`src/rtl/mmio_pkg.sv`:
```
// mmio_pkg: shared types and address constants for the MMIO bridge.
// Holds the CPU command encoding, the bridge FSM states and the I/O addresses.
package mmio_pkg;

    typedef enum logic [1:0] {
        MNONE  = 2'b00,
        MREAD  = 2'b01,
        MWRITE = 2'b10
    } mem_cmd_t;

    typedef enum logic [1:0] {
        IDLE    = 2'b00,
        RD_WAIT = 2'b01,
        ACK     = 2'b10,
        DRAIN   = 2'b11
    } bridge_state_t;

    localparam logic [8:0] LED_ADDR = 9'h100;
    localparam logic [8:0] SW_ADDR  = 9'h140;

endpackage

```
`src/rtl/sw_sync_debounce.sv`:
```
// sw_sync_debounce: two-flop synchronizer for asynchronous switches, with
// optional per-bit debounce when MMIO_SW_DEBOUNCE_EN is defined.
// Ports: i_clk, i_rst_n (async active-low), i_sw [W] raw, o_sw_val [W] clean.
module sw_sync_debounce #(
    parameter int W               = 8,
    parameter int DEBOUNCE_CYCLES = 4
) (
    input  logic         i_clk,
    input  logic         i_rst_n,
    input  logic [W-1:0] i_sw,
    output logic [W-1:0] o_sw_val
);

    if (DEBOUNCE_CYCLES < 1) begin : g_bad_cfg
        $error("DEBOUNCE_CYCLES must be at least 1");
    end

    logic [W-1:0] r_sync1;
    logic [W-1:0] r_sync2;

    always_ff @(posedge i_clk or negedge i_rst_n) begin
        if (!i_rst_n) begin
            r_sync1 <= '0;
            r_sync2 <= '0;
        end else begin
            r_sync1 <= i_sw;
            r_sync2 <= r_sync1;
        end
    end

`ifdef MMIO_SW_DEBOUNCE_EN
    localparam int CW = $clog2(DEBOUNCE_CYCLES + 1);
    localparam logic [CW-1:0] LAST = CW'(DEBOUNCE_CYCLES - 1);

    for (genvar i = 0; i < W; i++) begin : g_db
        logic [CW-1:0] r_cnt;
        logic          r_bit;

        // Counter runs only while the synchronized bit disagrees with the
        // accepted value; any agreement (bounce back) restarts it.
        always_ff @(posedge i_clk or negedge i_rst_n) begin
            if (!i_rst_n) begin
                r_cnt <= '0;
                r_bit <= 1'b0;
            end else if (r_sync2[i] == r_bit) begin
                r_cnt <= '0;
            end else if (r_cnt == LAST) begin
                r_cnt <= '0;
                r_bit <= r_sync2[i];
            end else begin
                r_cnt <= r_cnt + 1'b1;
            end
        end

        assign o_sw_val[i] = r_bit;
    end
`else
    assign o_sw_val = r_sync2;
`endif

endmodule

```
`src/rtl/mmio_bridge.sv`:
```
// mmio_bridge: decodes CPU memory commands to RAM, LED register or switches,
// completing each transfer with a one-cycle mem_ready pulse.
// Ports: clk, reset_n, mem_cmd/mem_addr/write_data -> read_data/mem_ready;
// ram_addr/ram_write/ram_din/ram_dout to RAM; sw_in, ledr, addr_err.
// Optional switch debounce: define MMIO_SW_DEBOUNCE_EN.
module mmio_bridge
    import mmio_pkg::*;
#(
    parameter int DEBOUNCE_CYCLES = 4
) (
    input  logic        clk,
    input  logic        reset_n,
    input  logic [1:0]  mem_cmd,
    input  logic [8:0]  mem_addr,
    input  logic [15:0] write_data,
    output logic [15:0] read_data,
    output logic        mem_ready,
    output logic [7:0]  ram_addr,
    output logic        ram_write,
    output logic [15:0] ram_din,
    input  logic [15:0] ram_dout,
    input  logic [7:0]  sw_in,
    output logic [7:0]  ledr,
    output logic        addr_err
);

    bridge_state_t r_state;
    logic [15:0]   r_read_data;
    logic          r_mem_ready;
    logic [7:0]    r_ledr;
    logic          r_addr_err;

    logic       w_rd;
    logic       w_wr;
    logic       w_is_ram;
    logic       w_is_led;
    logic       w_is_sw;
    logic [7:0] w_sw_val;

    sw_sync_debounce #(
        .W               (8),
        .DEBOUNCE_CYCLES (DEBOUNCE_CYCLES)
    ) u_sw (
        .i_clk    (clk),
        .i_rst_n  (reset_n),
        .i_sw     (sw_in),
        .o_sw_val (w_sw_val)
    );

    assign w_rd     = (mem_cmd == MREAD);
    assign w_wr     = (mem_cmd == MWRITE);
    assign w_is_ram = ~mem_addr[8];
    assign w_is_led = (mem_addr == LED_ADDR);
    assign w_is_sw  = (mem_addr == SW_ADDR);

    // Gated by reset_n so an aborted write drops immediately.
    assign ram_write = reset_n && (r_state == IDLE) && w_wr && w_is_ram;
    assign ram_addr  = mem_addr[7:0];
    assign ram_din   = write_data;

    assign read_data = r_read_data;
    assign mem_ready = r_mem_ready;
    assign ledr      = r_ledr;
    assign addr_err  = r_addr_err;

    always_ff @(posedge clk or negedge reset_n) begin
        if (!reset_n) begin
            r_state     <= IDLE;
            r_read_data <= '0;
            r_mem_ready <= 1'b0;
            r_ledr      <= '0;
            r_addr_err  <= 1'b0;
        end else begin
            r_mem_ready <= 1'b0;
            case (r_state)
                IDLE: begin
                    if (w_rd || w_wr) begin
                        if (w_is_ram) begin
                            r_state     <= w_wr ? ACK : RD_WAIT;
                            r_mem_ready <= w_wr;
                        end else begin
                            r_state     <= ACK;
                            r_mem_ready <= 1'b1;
                            if (w_is_led) begin
                                if (w_wr) r_ledr <= write_data[7:0];
                                else      r_read_data <= {8'b0, r_ledr};
                            end else if (w_is_sw) begin
                                if (w_rd) r_read_data <= {8'b0, w_sw_val};
                            end else begin
                                r_addr_err <= 1'b1;
                                if (w_rd) r_read_data <= '0;
                            end
                        end
                    end
                end
                RD_WAIT: begin
                    r_read_data <= ram_dout;
                    r_mem_ready <= 1'b1;
                    r_state     <= ACK;
                end
                ACK: begin
                    r_state <= DRAIN;
                end
                DRAIN: begin
                    // Wait for the CPU to withdraw so a held command runs once.
                    if (!w_rd && !w_wr) r_state <= IDLE;
                end
                default: r_state <= IDLE;
            endcase
        end
    end

endmodule

```
`config.mk`:
```
export PLATFORM = sky130hd
export DESIGN_NAME = mmio_bridge
export DESIGN_NICKNAME = d
export VERILOG_FILES = /design/src/rtl/mmio_pkg.sv /design/src/rtl/sw_sync_debounce.sv /design/src/rtl/mmio_bridge.sv
export SDC_FILE = /design/constraint.sdc
export NUM_CORES = 1
export LEC_CHECK = 0
export ABC_AREA = 1
export BUFFER_PORTS_ARGS = -buffer_cell sky130_fd_sc_hd__buf_4
export CORE_UTILIZATION = 50
export DETAILED_ROUTE_END_ITERATION = 10
export GPL_TIMING_DRIVEN = 0
export PLACE_DENSITY = 0.82
export SYNTH_ARGS = -nofsm -noshare
export SYNTH_HDL_FRONTEND = slang
export SYNTH_SLANG_ARGS = --single-unit
```
`constraint.sdc`:
```
create_clock -name clk -period 2.96 [get_ports clk]
set_input_delay 0.148 -clock clk [delete_from_list [all_inputs] [get_ports clk]]
set_output_delay 0.148 -clock clk [all_outputs]
set_load 0.03 [all_outputs]
```
==> flow_summary.ini, run 1 <==
[timing]
finalSetupViolCount = 0
period_share_pct = 58.8
finalHoldViolCount = 0
worst_pin_slew_ps = 553
grt_setup_unrepaired = no
finalSetupTns_ps = 0
period_needed_ps = 1740
timing.final.ws_setup_ps = 1220
max_freq_mhz = 574
relSlewSlack_pct = 63.1
finalClockSkew_ps = 5.49
finalMaxSlewViolations = 0

[power]
powerDensity_nw_per_um2 = 698
clock_power_share_pct = 16.0
power.internal_mw = 1.30
p_seq_share_pct = 37.3
switching_power_uw = 907
irDropWorstVdd_mv = 0.312
total_leakage_power_nw = 1.76
p_comb_share_pct = 46.7
switching_share_pct = 41.1

[worst_setup_path]
critical_path_required_ps = 3150
worst_path_most_repeated_cell = nand2_2
crit_path_start_kind = flip-flop
cp_max_fo = 10
crit_chain = inv_1 -> ha_1 -> nand3_1 -> o21ai_0 -> nand2_2 -> nor2_8 -> inv_4 -> buf_6 -> nand2_2 -> nand2_1
cpMaxStageDelayCell = dfrtp_1
critical-path-max-stage-delay_ps = 410
cp-end-kind = flip-flop
worst-setup-path-type = reg -> reg
cp.arrival_ps = 1930

[placed_design]
pre_cts_ws_ps = 1240
dp_hpwl_mm = 3.83
gp_congestion = 0.782
port_buffers = 94

[synth]
ys_ff_latch = 44
syn_area_um2 = 2220
synthCells = 255
yosysWarnings = 0
synth_seq_area_share_pct = 49.5
syn_nets = 314
synth_area_per_cell_um2 = 8.72
ys_types = 24

[run_status]
status = complete, no violations

[clock_network]
cts_buffer_depth = 2
cts_root_buffer = clkbuf_8
tritoncts = built
insertion_delay_ps = 290
clock_sink_count = 44
clkTransAtPathRegs_ps = 80
cts_max_level = 2
cts_buffers = 5

[drt]
drtPass1Iterations = 4
top_layer_used = met4
num_vias = 1964
wl_per_cell_um = 12.1
drtIter0Drc = 80
ant_nets = 0
viasPerCell = 4.73
routed-wl-met2_mm = 2.48
routed_wl_mm = 5.02
wl_met1_mm = 2.05
drc = 0
wl_met3_um = 414

[finish]
syn_to_final_growth_pct = 42.3
layout-drive-gt1-share_pct = 42.2
layout_common_cells = buf_4, nand2_1, dfrtp_1
fin_nets = 424
final_util_pct = 76.3
final.fill_count = 301
antenna_cells = 0
final_common_cell = buf_4

[min_path]
hold_class = in -> reg

[grt]
grt_pass1_wl_mm = 7.58
grt_max_degree = 46
grt_usage_pct = 22.6
grt-ovfl-total = 0
grt_pass1_vias = 1685
antenna_found_initial = 0

[die]
initial_core_util_pct = 53.7
die_x_um = 68.7
floorplan.die_area_um2 = 4720
num_rows = 23
die_h_um = 68.7
boundaryPins = 104
core_um2 = 4140

[job]
max_cap_violations = 0
[power groups by stage]
stage	clock, mW	combinational, mW	sequential (mW)
2_1_floorplan	0	0.456	1.05
3_3_place_gp	0	1.01	0.825
3_5_place_dp	0	1.02	0.833
4_1_cts	0.363	1.03	0.822
5_1_grt	0.384	1.12	0.838
6_report	0.354	1.03	0.823
[metal layers]
| layer | vias up | track usage [%] |
|---|---|---|
| li1 | 980 | - |
| met1 | 882 | 27.1 |
| met2 | 94 | 39.0 |
| met3 | 8 | 6.41 |
| met4 | 0 | 7.03 |
| met5 | - | 0 |
[per-stage QoR]
step	std cells	instance area [µm²]	power (mW)	hold WS, ps
2_1_floorplan	255	2220	1.50	-148
3_3_place_gp	399	2990	1.83	165
3_5_place_dp	399	2990	1.85	172
4_1_cts	415	3160	2.22	68.4
5_1_grt	415	3160	2.34	77.1
6_report	415	3160	2.21	76.1
[kinds of logic (layout without fill, tap and decap cells)]
family	Yosys count	after routing	share of synthesized area, %
AOI/OAI and AO/OA	16	16	3.88
and+or+nand+nor	133	133	28.7
adders and majority gates	6	6	3.38
DFF	44	44	49.5
buffers and inverters	56	166	14.5
[flip-flops by register name, summed over array words and instances (netlist names)]
signal         cells
r_state            2
read_data         16
mem_ready          1
u_sw.o_sw_val      8
ledr               8
u_sw.r_sync1       8
addr_err           1
[path summary, 6_finish.rpt]
check | slack (ps) | from | endpoint | cells after the start
worst max-delay path | 1220 | r_state[0]$_DFFE_PN0P_ | read_data[3]$_DFFE_PN0P_ | 10
min in group asynchronous | 370 | reset_n | read_data[9]$_DFFE_PN0P_ | 2
worst min register to register | 350 | u_sw.r_sync1[0]$_DFF_PN0_ | u_sw.o_sw_val[0]$_DFF_PN0_ | 0
worst max register to register | 1220 | r_state[0]$_DFFE_PN0P_ | read_data[3]$_DFFE_PN0P_ | 10
worst min-delay path | 80 | ram_dout[8] | read_data[8]$_DFFE_PN0P_ | 3
max in group asynchronous | 2200 | reset_n | mem_ready$_DFF_PN0_ | 2
[worst max-delay path, delay by kind of cell, from the launching register on]
kind                     cells  cell delay [ps]
AO/OA/AOI/OAI                1              110
adder cells (fa/ha/maj)      1              260
buffers and inverters        3              330
flip-flops                   1              410
AND/OR/NAND/NOR              5              510
[cell type report]
class	count	area, µm²	share of cell area, %
Buffer	30	223	7.04
Clock buffer	5	68.8	2.18
Clock inverter	2	12.5	0.396
Inverter	26	100	3.16
Multi-Input combinational cell	155	800	25.3
Sequential cell	44	1100	34.8
Tap cell	50	62.6	1.98
Timing Repair Buffer	103	796	25.2
[Yosys cell counts]
library cell | number | area (µm²)
o21ai_1 | 2 | 10.0
nand3_1 | 21 | 105
a31oi_1 | 1 | 6.26
buf_6 | 2 | 22.5
o211ai_1 | 1 | 7.51
o21ai_0 | 11 | 55.1
buf_4 | 25 | 188
nand3_2 | 1 | 10.0
nand2_2 | 12 | 75.1
ha_1 | 6 | 75.1
nand2_1 | 67 | 251
inv_2 | 1 | 3.75
buf_2 | 1 | 5.00
nor2_1 | 21 | 78.8
o21bai_1 | 1 | 7.51
or2_2 | 5 | 31.3
nand3_4 | 1 | 17.5
nor2_4 | 2 | 22.5
clkbuf_1 | 2 | 7.51
dfrtp_1 | 44 | 1100
nand4_1 | 1 | 6.26
inv_1 | 24 | 90.1
nor2_8 | 2 | 40.0
inv_4 | 1 | 6.26
[what timing repair did]
item                      CTS  global route
setup buffers               0             0
hold endpoints to repair   52             0
hold buffers                9             0
resized for setup           0             0
Power figures use the tool's default switching activity.
==> run 2, diff against run 1 <==
--- a/config.mk
+++ b/config.mk
@@ -7,10 +7,10 @@
 export LEC_CHECK = 0
 export ABC_AREA = 1
 export BUFFER_PORTS_ARGS = -buffer_cell sky130_fd_sc_hd__buf_4
-export CORE_UTILIZATION = 50
+export CORE_UTILIZATION = 46
 export DETAILED_ROUTE_END_ITERATION = 10
 export GPL_TIMING_DRIVEN = 0
-export PLACE_DENSITY = 0.82
+export PLACE_DENSITY = 0.76
 export SYNTH_ARGS = -nofsm -noshare
 export SYNTH_HDL_FRONTEND = slang
 export SYNTH_SLANG_ARGS = --single-unit
==> constraint.sdc (replaced) <==
create_clock -name clk -period 1.75 [get_ports clk]
set_input_delay 0.0875 -clock clk [delete_from_list [all_inputs] [get_ports clk]]
set_output_delay 0.0875 -clock clk [all_outputs]
set_load 0.03 [all_outputs]
==> run 2 against run 1 <==
  * Clock skew shrank 3.4 ps
  * Register-to-register slack lost 1200 ps
  * Critical path depth is the same
  * Largest cell class unchanged
==> flow_summary.ini, run 2 (synthesized netlist as in run 1, its figures left out) <==
[finish]
layout-drive-gt1-share_pct = 44.2
layoutNonFillerInstCount = 423
antenna_cells = 0
fin_nets = 429
syn_to_final_growth_pct = 47.0
final_util_pct = 72.6
fin_area_um2 = 3270
largest_reg_flops = 16
layout_common_cells = buf_4, nand2_1, dfrtp_1
final_common_cell = buf_4

[timing]
period_needed_ps = 1710
finalHoldViolCount = 0
relSlewSlack_pct = 65.1
finalClockSkew_ps = 2.13
max_freq_mhz = 584
finalSetupViolCount = 0
finalMaxSlewViolations = 0
worst_pin_slew_ps = 524
whs_ps = 9.72
period_share_pct = 97.9

[worst_setup_path]
cp.arrival_ps = 1910
reg2reg_slack_ps = 40
worstRegToRegCells = 10
critical-path-max-stage-delay_ps = 420
rr_startpoint = r_state[1]$_DFFE_PN0P_
cp-end-kind = flip-flop
worstSetupEndpoint = read_data[7]$_DFFE_PN0P_
crit_chain = inv_1 -> ha_4 -> nand3_1 -> o21ai_2 -> nand2_2 -> nor2_8 -> inv_4 -> buf_6 -> nand2_2 -> nand2_1
critPathLaunch = r_state[1]$_DFFE_PN0P_
worst-setup-path-type = reg -> reg
critical_path_required_ps = 1950
rr_endpoint = read_data[7]$_DFFE_PN0P_
cp_max_fo = 10
worst_path_most_repeated_cell = nand2_2
cpMaxStageDelayCell = dfrtp_1
crit_path_start_kind = flip-flop

[clock_network]
cts_buffers = 5
tritoncts = built
cts_root_buffer = clkbuf_8
cts_max_level = 2
insertion_delay_ps = 300
clock_sink_count = 44
clkTransAtPathRegs_ps = 90
cts_buffer_depth = 2

[die]
die_h_um = 71.5
floorplan.die_area_um2 = 5120
die_x_um = 71.5
initial_core_util_pct = 49.4
core_um2 = 4500
num_rows = 24
boundaryPins = 104

[power]
switching_share_pct = 39.9
clock_power_share_pct = 19.5
switching_power_mw = 1.63
powerDensity_nw_per_um2 = 1250
p_seq_share_pct = 34.3
p_comb_share_pct = 46.2
power.internal_mw = 2.45
total_leakage_power_nw = 1.80
irDropWorstVdd_mv = 0.558

[job]
max_cap_violations = 0

[drt]
drtPass1Iterations = 4
ant_nets = 0
drtIter0Drc = 102
wl_per_cell_um = 12.0
routed_wl_mm = 5.09
viasPerCell = 4.56
num_vias = 1930
drc = 0

[run_status]
status = complete, no violations

[grt]
grt_usage_pct = 20.6
grt_pass1_wl_mm = 8.02
antenna_found_initial = 0
grt_max_degree = 46
grt_pass1_vias = 1763
grt-ovfl-total = 0

[placed_design]
gp_congestion = 0.871
placed_cell_area_um2 = 2990
dp_cells = 401
dp_hpwl_mm = 3.79
port_buffers = 94

[min_path]
hold_class = in -> reg
hold-path-cell-count = 3
==> run 2: worst min path at each step <==
stage / start / end / slack [ps]
finish: ram_dout[15] / read_data[15]$_DFFE_PN0P_ / 10
global route: ram_dout[9] / read_data[9]$_DFFE_PN0P_ / 10
CTS: ram_dout[15] / read_data[15]$_DFFE_PN0P_ / 2
detailed placement: reset_n / read_data[12]$_DFFE_PN0P_ / 110
global placement: reset_n / read_data[12]$_DFFE_PN0P_ / 110
floorplan: reset_n / addr_err$_DFFE_PN0P_ / -210
==> run 2: critical path, delay by kind of cell (launching register included) <==
family	cells	cell delay, ps
adders and majority gates	1	190
DFF	1	420
buffers and inverters	3	380
and+or+nand+nor	5	500
AOI/OAI and AO/OA	1	90
==> run 2: stage by stage <==
step / total power, mW / TNS [ps] / setup WS (ps)
final: 4.08 / 0 / 36.3
after global routing: 4.31 / -28.7 / -12.7
after CTS: 3.97 / 0 / 11.5
after global placement: 3.11 / 0 / 14.0
after floorplan: 2.54 / 0 / 186
after detailed placement: 3.15 / -268 / -36.7
==> run 2: power groups by stage <==
stage / registers [mW] / clock network (mW) / logic [mW]
2_1_floorplan: 1.77 / 0 / 0.771
3_3_place_gp: 1.41 / 0 / 1.71
3_5_place_dp: 1.42 / 0 / 1.73
4_1_cts: 1.39 / 0.808 / 1.77
5_1_grt: 1.43 / 0.856 / 2.03
6_report: 1.40 / 0.795 / 1.88
==> run 2: area by class of cell <==
type	count	area (µm²)
Buffer	30	223
Clock buffer	5	68.8
Clock inverter	3	46.3
Fill cell	369	1240
Inverter	26	100
Multi-Input combinational cell	155	828
Sequential cell	44	1100
Tap cell	52	65.1
Timing Repair Buffer	108	836
==> run 2: routing by layer <==
| layer | GRT usage, % | routed length [µm] | vias to the layer above |
|---|---|---|---|
| met5 | 0 | 0 | - |
| met4 | 7.84 | 89 | 0 |
| met3 | 6.05 | 416 | 8 |
| met2 | 33.0 | 2400 | 81 |
| met1 | 26.8 | 2180 | 850 |
| li1 | - | - | 991 |
==> run 2: what timing repair did <==
item / CTS / global route
pin swaps: 0 / 1
gates resized for setup: 2 / 6
hold endpoints to repair: 53 / 0
setup endpoints to repair: 10 / 14
hold buffers: 10 / 0
setup buffers: 0 / 4
==> run 3, diff against run 2 <==
--- a/config.mk
+++ b/config.mk
@@ -7,10 +7,11 @@
 export LEC_CHECK = 0
 export ABC_AREA = 1
 export BUFFER_PORTS_ARGS = -buffer_cell sky130_fd_sc_hd__buf_4
-export CORE_UTILIZATION = 46
+export CORE_UTILIZATION = 47
 export DETAILED_ROUTE_END_ITERATION = 10
 export GPL_TIMING_DRIVEN = 0
-export PLACE_DENSITY = 0.76
+export PLACE_DENSITY = 0.77
 export SYNTH_ARGS = -nofsm -noshare
 export SYNTH_HDL_FRONTEND = slang
+export SYNTH_HIERARCHICAL = 1
 export SYNTH_SLANG_ARGS = --single-unit
==> run 3 against run 2 <==
  * Sequential share of layout area shrank 0.31 points
  * Final cell count fell by 5.9%
  * Largest power group unchanged
  * Flip-flop and latch count stayed put
  * Combinational power increased by 6%
  * Highest routed layer unchanged
  * Critical path type unchanged
==> flow_summary.ini, run 3 <==
[run_status]
status = complete, no violations

[finish]
largest_reg_flops = 16
layout_common_cells = buf_4, dfrtp_1, nand2_1
final_util_pct = 73.2
final_common_cell = buf_4
antenna_cells = 0
fin_nets = 404
syn_to_final_growth_pct = 45.0
seqCellArea_um2 = 1100
final.fill_count = 349
multi_input_area_um2 = 880
layout-drive-gt1-share_pct = 53.2

[timing]
relSlewSlack_pct = 62.9
finalClockSkew_ps = 6.49
max_freq_mhz = 614
timing.final.ws_setup_ps = 121
worst_pin_slew_ps = 557
finalSetupViolCount = 0
finalHoldViolCount = 0
period_needed_ps = 1630
period_share_pct = 93.1
grt_setup_unrepaired = yes
finalMaxSlewViolations = 0

[clock_network]
clock_sink_count = 44
cts_buffer_depth = 2
tritoncts = built
cts_root_buffer = clkbuf_8
cts_max_level = 2
cts_buffers = 5
clkTransAtPathRegs_ps = 80
insertion_delay_ps = 300

[worst_setup_path]
worst-setup-path-type = reg -> reg
cp-end-kind = flip-flop
crit_path_start_kind = flip-flop
critical_path_required_ps = 1940
cp_max_fo = 10
cp.arrival_ps = 1820

[drt]
drtPass1Iterations = 4
ant_nets = 0
routed_wl_mm = 4.92
viasPerCell = 4.74
wl_per_cell_um = 12.3
num_vias = 1888
drc = 0
drtIter0Drc = 96

[grt]
grt-ovfl-total = 0
grt_pass1_wl_mm = 8.00
grt_usage_pct = 20.2
grt_max_degree = 46
antenna_found_initial = 0
grt_pass1_vias = 1839

[die]
initial_core_util_pct = 50.5
core_um2 = 4500
num_rows = 24
boundaryPins = 104
floorplan.die_area_um2 = 5120
die_x_um = 71.6
die_h_um = 71.6

[synth]
synth_area_per_cell_um2 = 9.80
synth_async_sr_flop_share_pct = 100
synthCells = 232
syn_area_um2 = 2270
yosysTopAreaCell = dfrtp_1
synth-main-ff-cell = dfrtp_1
ys_top_cells_by_area = dfrtp_1, buf_4, nand3_1
synth_edf_count = 0
yosys-top-cells-count = dfrtp_1, nand2_1, nand3_1, buf_4, inv_1
yosysWarnings = 6
ys_types = 27
synth_top_area_share_pct = 48.4
syn_nets = 291
ys_ff_latch = 44
synth_seq_area_share_pct = 48.4
synth_most_common_cell = dfrtp_1

[power]
irDropWorstVdd_mv = 0.648
total_leakage_power_nw = 1.71
powerDensity_nw_per_um2 = 1280
finalPower_mw = 4.22

[min_path]
hold_class = in -> reg

[placed_design]
gp_congestion = 0.755
dp_hpwl_mm = 3.70
pre_cts_ws_ps = -113
port_buffers = 95

[job]
max_cap_violations = 0
-- run 3: changes by cell type in the layout (fill, tap and decap cells not counted), moves of 3 or more --
cell	before	now
nand3_1	21	33
or2_2	5	8
nor2_1	21	3
nand2_1	67	42
inv_1	22	17
nor2_2	0	3
nand2_2	12	6
o21ai_0	10	4
nor2_4	2	5
o21ai_2	1	16
-- run 3: logic make-up after synthesis --
kind of cell | synth area share, %
simple gates | 25.6
buf+inv | 13.3
flops | 48.4
compound gates | 9.41
fa+ha+maj | 3.30
-- run 3: layer usage --
metal | up-vias | track usage (%) | routed length (µm) | share of wire, %
li1 | 949 | - | - | -
met1 | 859 | 23.5 | 2030 | 41
met2 | 73 | 37.1 | 2510 | 51
met3 | 7 | 4.64 | 315 | 6.4
met4 | 0 | 6.32 | 59 | 1.2
met5 | - | 0 | 0 | 0
-- run 3: what timing repair did --
item / CTS / global route
gates resized for setup: 4 / 5
setup buffers: 1 / 1
pin swaps: 0 / 2
setup endpoints to repair: 14 / 17
hold endpoints to repair: 52 / 0
hold buffers: 9 / 0
-- run 3: per-stage QoR --
step / hold slack, ps / std cells / cell area [µm²] / setup TNS, ps
6_report: 45.0 / 398 / 3300 / 0
5_1_grt: 42.6 / 398 / 3300 / -61.8
4_1_cts: 40.1 / 397 / 3280 / 0
3_5_place_dp: 118 / 379 / 3050 / -671
3_3_place_gp: 116 / 379 / 3050 / -538
2_1_floorplan: -208 / 232 / 2270 / 0
-- run 3: cell type report --
| class | count | area share, % |
|---|---|---|
| Tap cell | 52 | 1.97 |
| Clock buffer | 6 | 2.50 |
| Buffer | 29 | 6.98 |
| Multi-Input combinational cell | 138 | 26.7 |
| Timing Repair Buffer | 106 | 24.8 |
| Sequential cell | 44 | 33.4 |
| Inverter | 21 | 2.50 |
| Clock inverter | 2 | 1.18 |
-- run 3: path summary, 6_finish.rpt --
check | slack, ps | endpoint | cells past startpoint | start
max reg2reg | 120 | read_data[12]$_DFFE_PN0P_ | 9 | r_state[1]$_DFFE_PN0P_
min | 50 | ledr[6]$_DFFE_PN0P_ | 3 | write_data[6]
min in group asynchronous | 330 | read_data[15]$_DFFE_PN0P_ | 2 | reset_n
max | 120 | read_data[12]$_DFFE_PN0P_ | 9 | r_state[1]$_DFFE_PN0P_
max in group asynchronous | 1030 | ledr[1]$_DFFE_PN0P_ | 2 | reset_n
min reg2reg | 350 | u_sw/o_sw_val[6]$_DFF_PN0_ | 0 | u_sw/r_sync1[6]$_DFF_PN0_
-- run 3: critical path, cell delays in order, from the launching register on --
cell and delay (ps):
dfrtp_1 420, inv_2 80, ha_1 150, buf_6 140, clkinvlp_4 120, o21ai_4 180, nand3_4 130, buf_6 180
nand2_2 60, o21ai_2 50
-- run 3: power by group --
part,total [mW],switching (mW),internal [mW]
sequential,1.40,0.145,1.26
combinational,2.00,1.19,0.809
clock,0.810,0.344,0.467
total,4.22,1.68,2.54
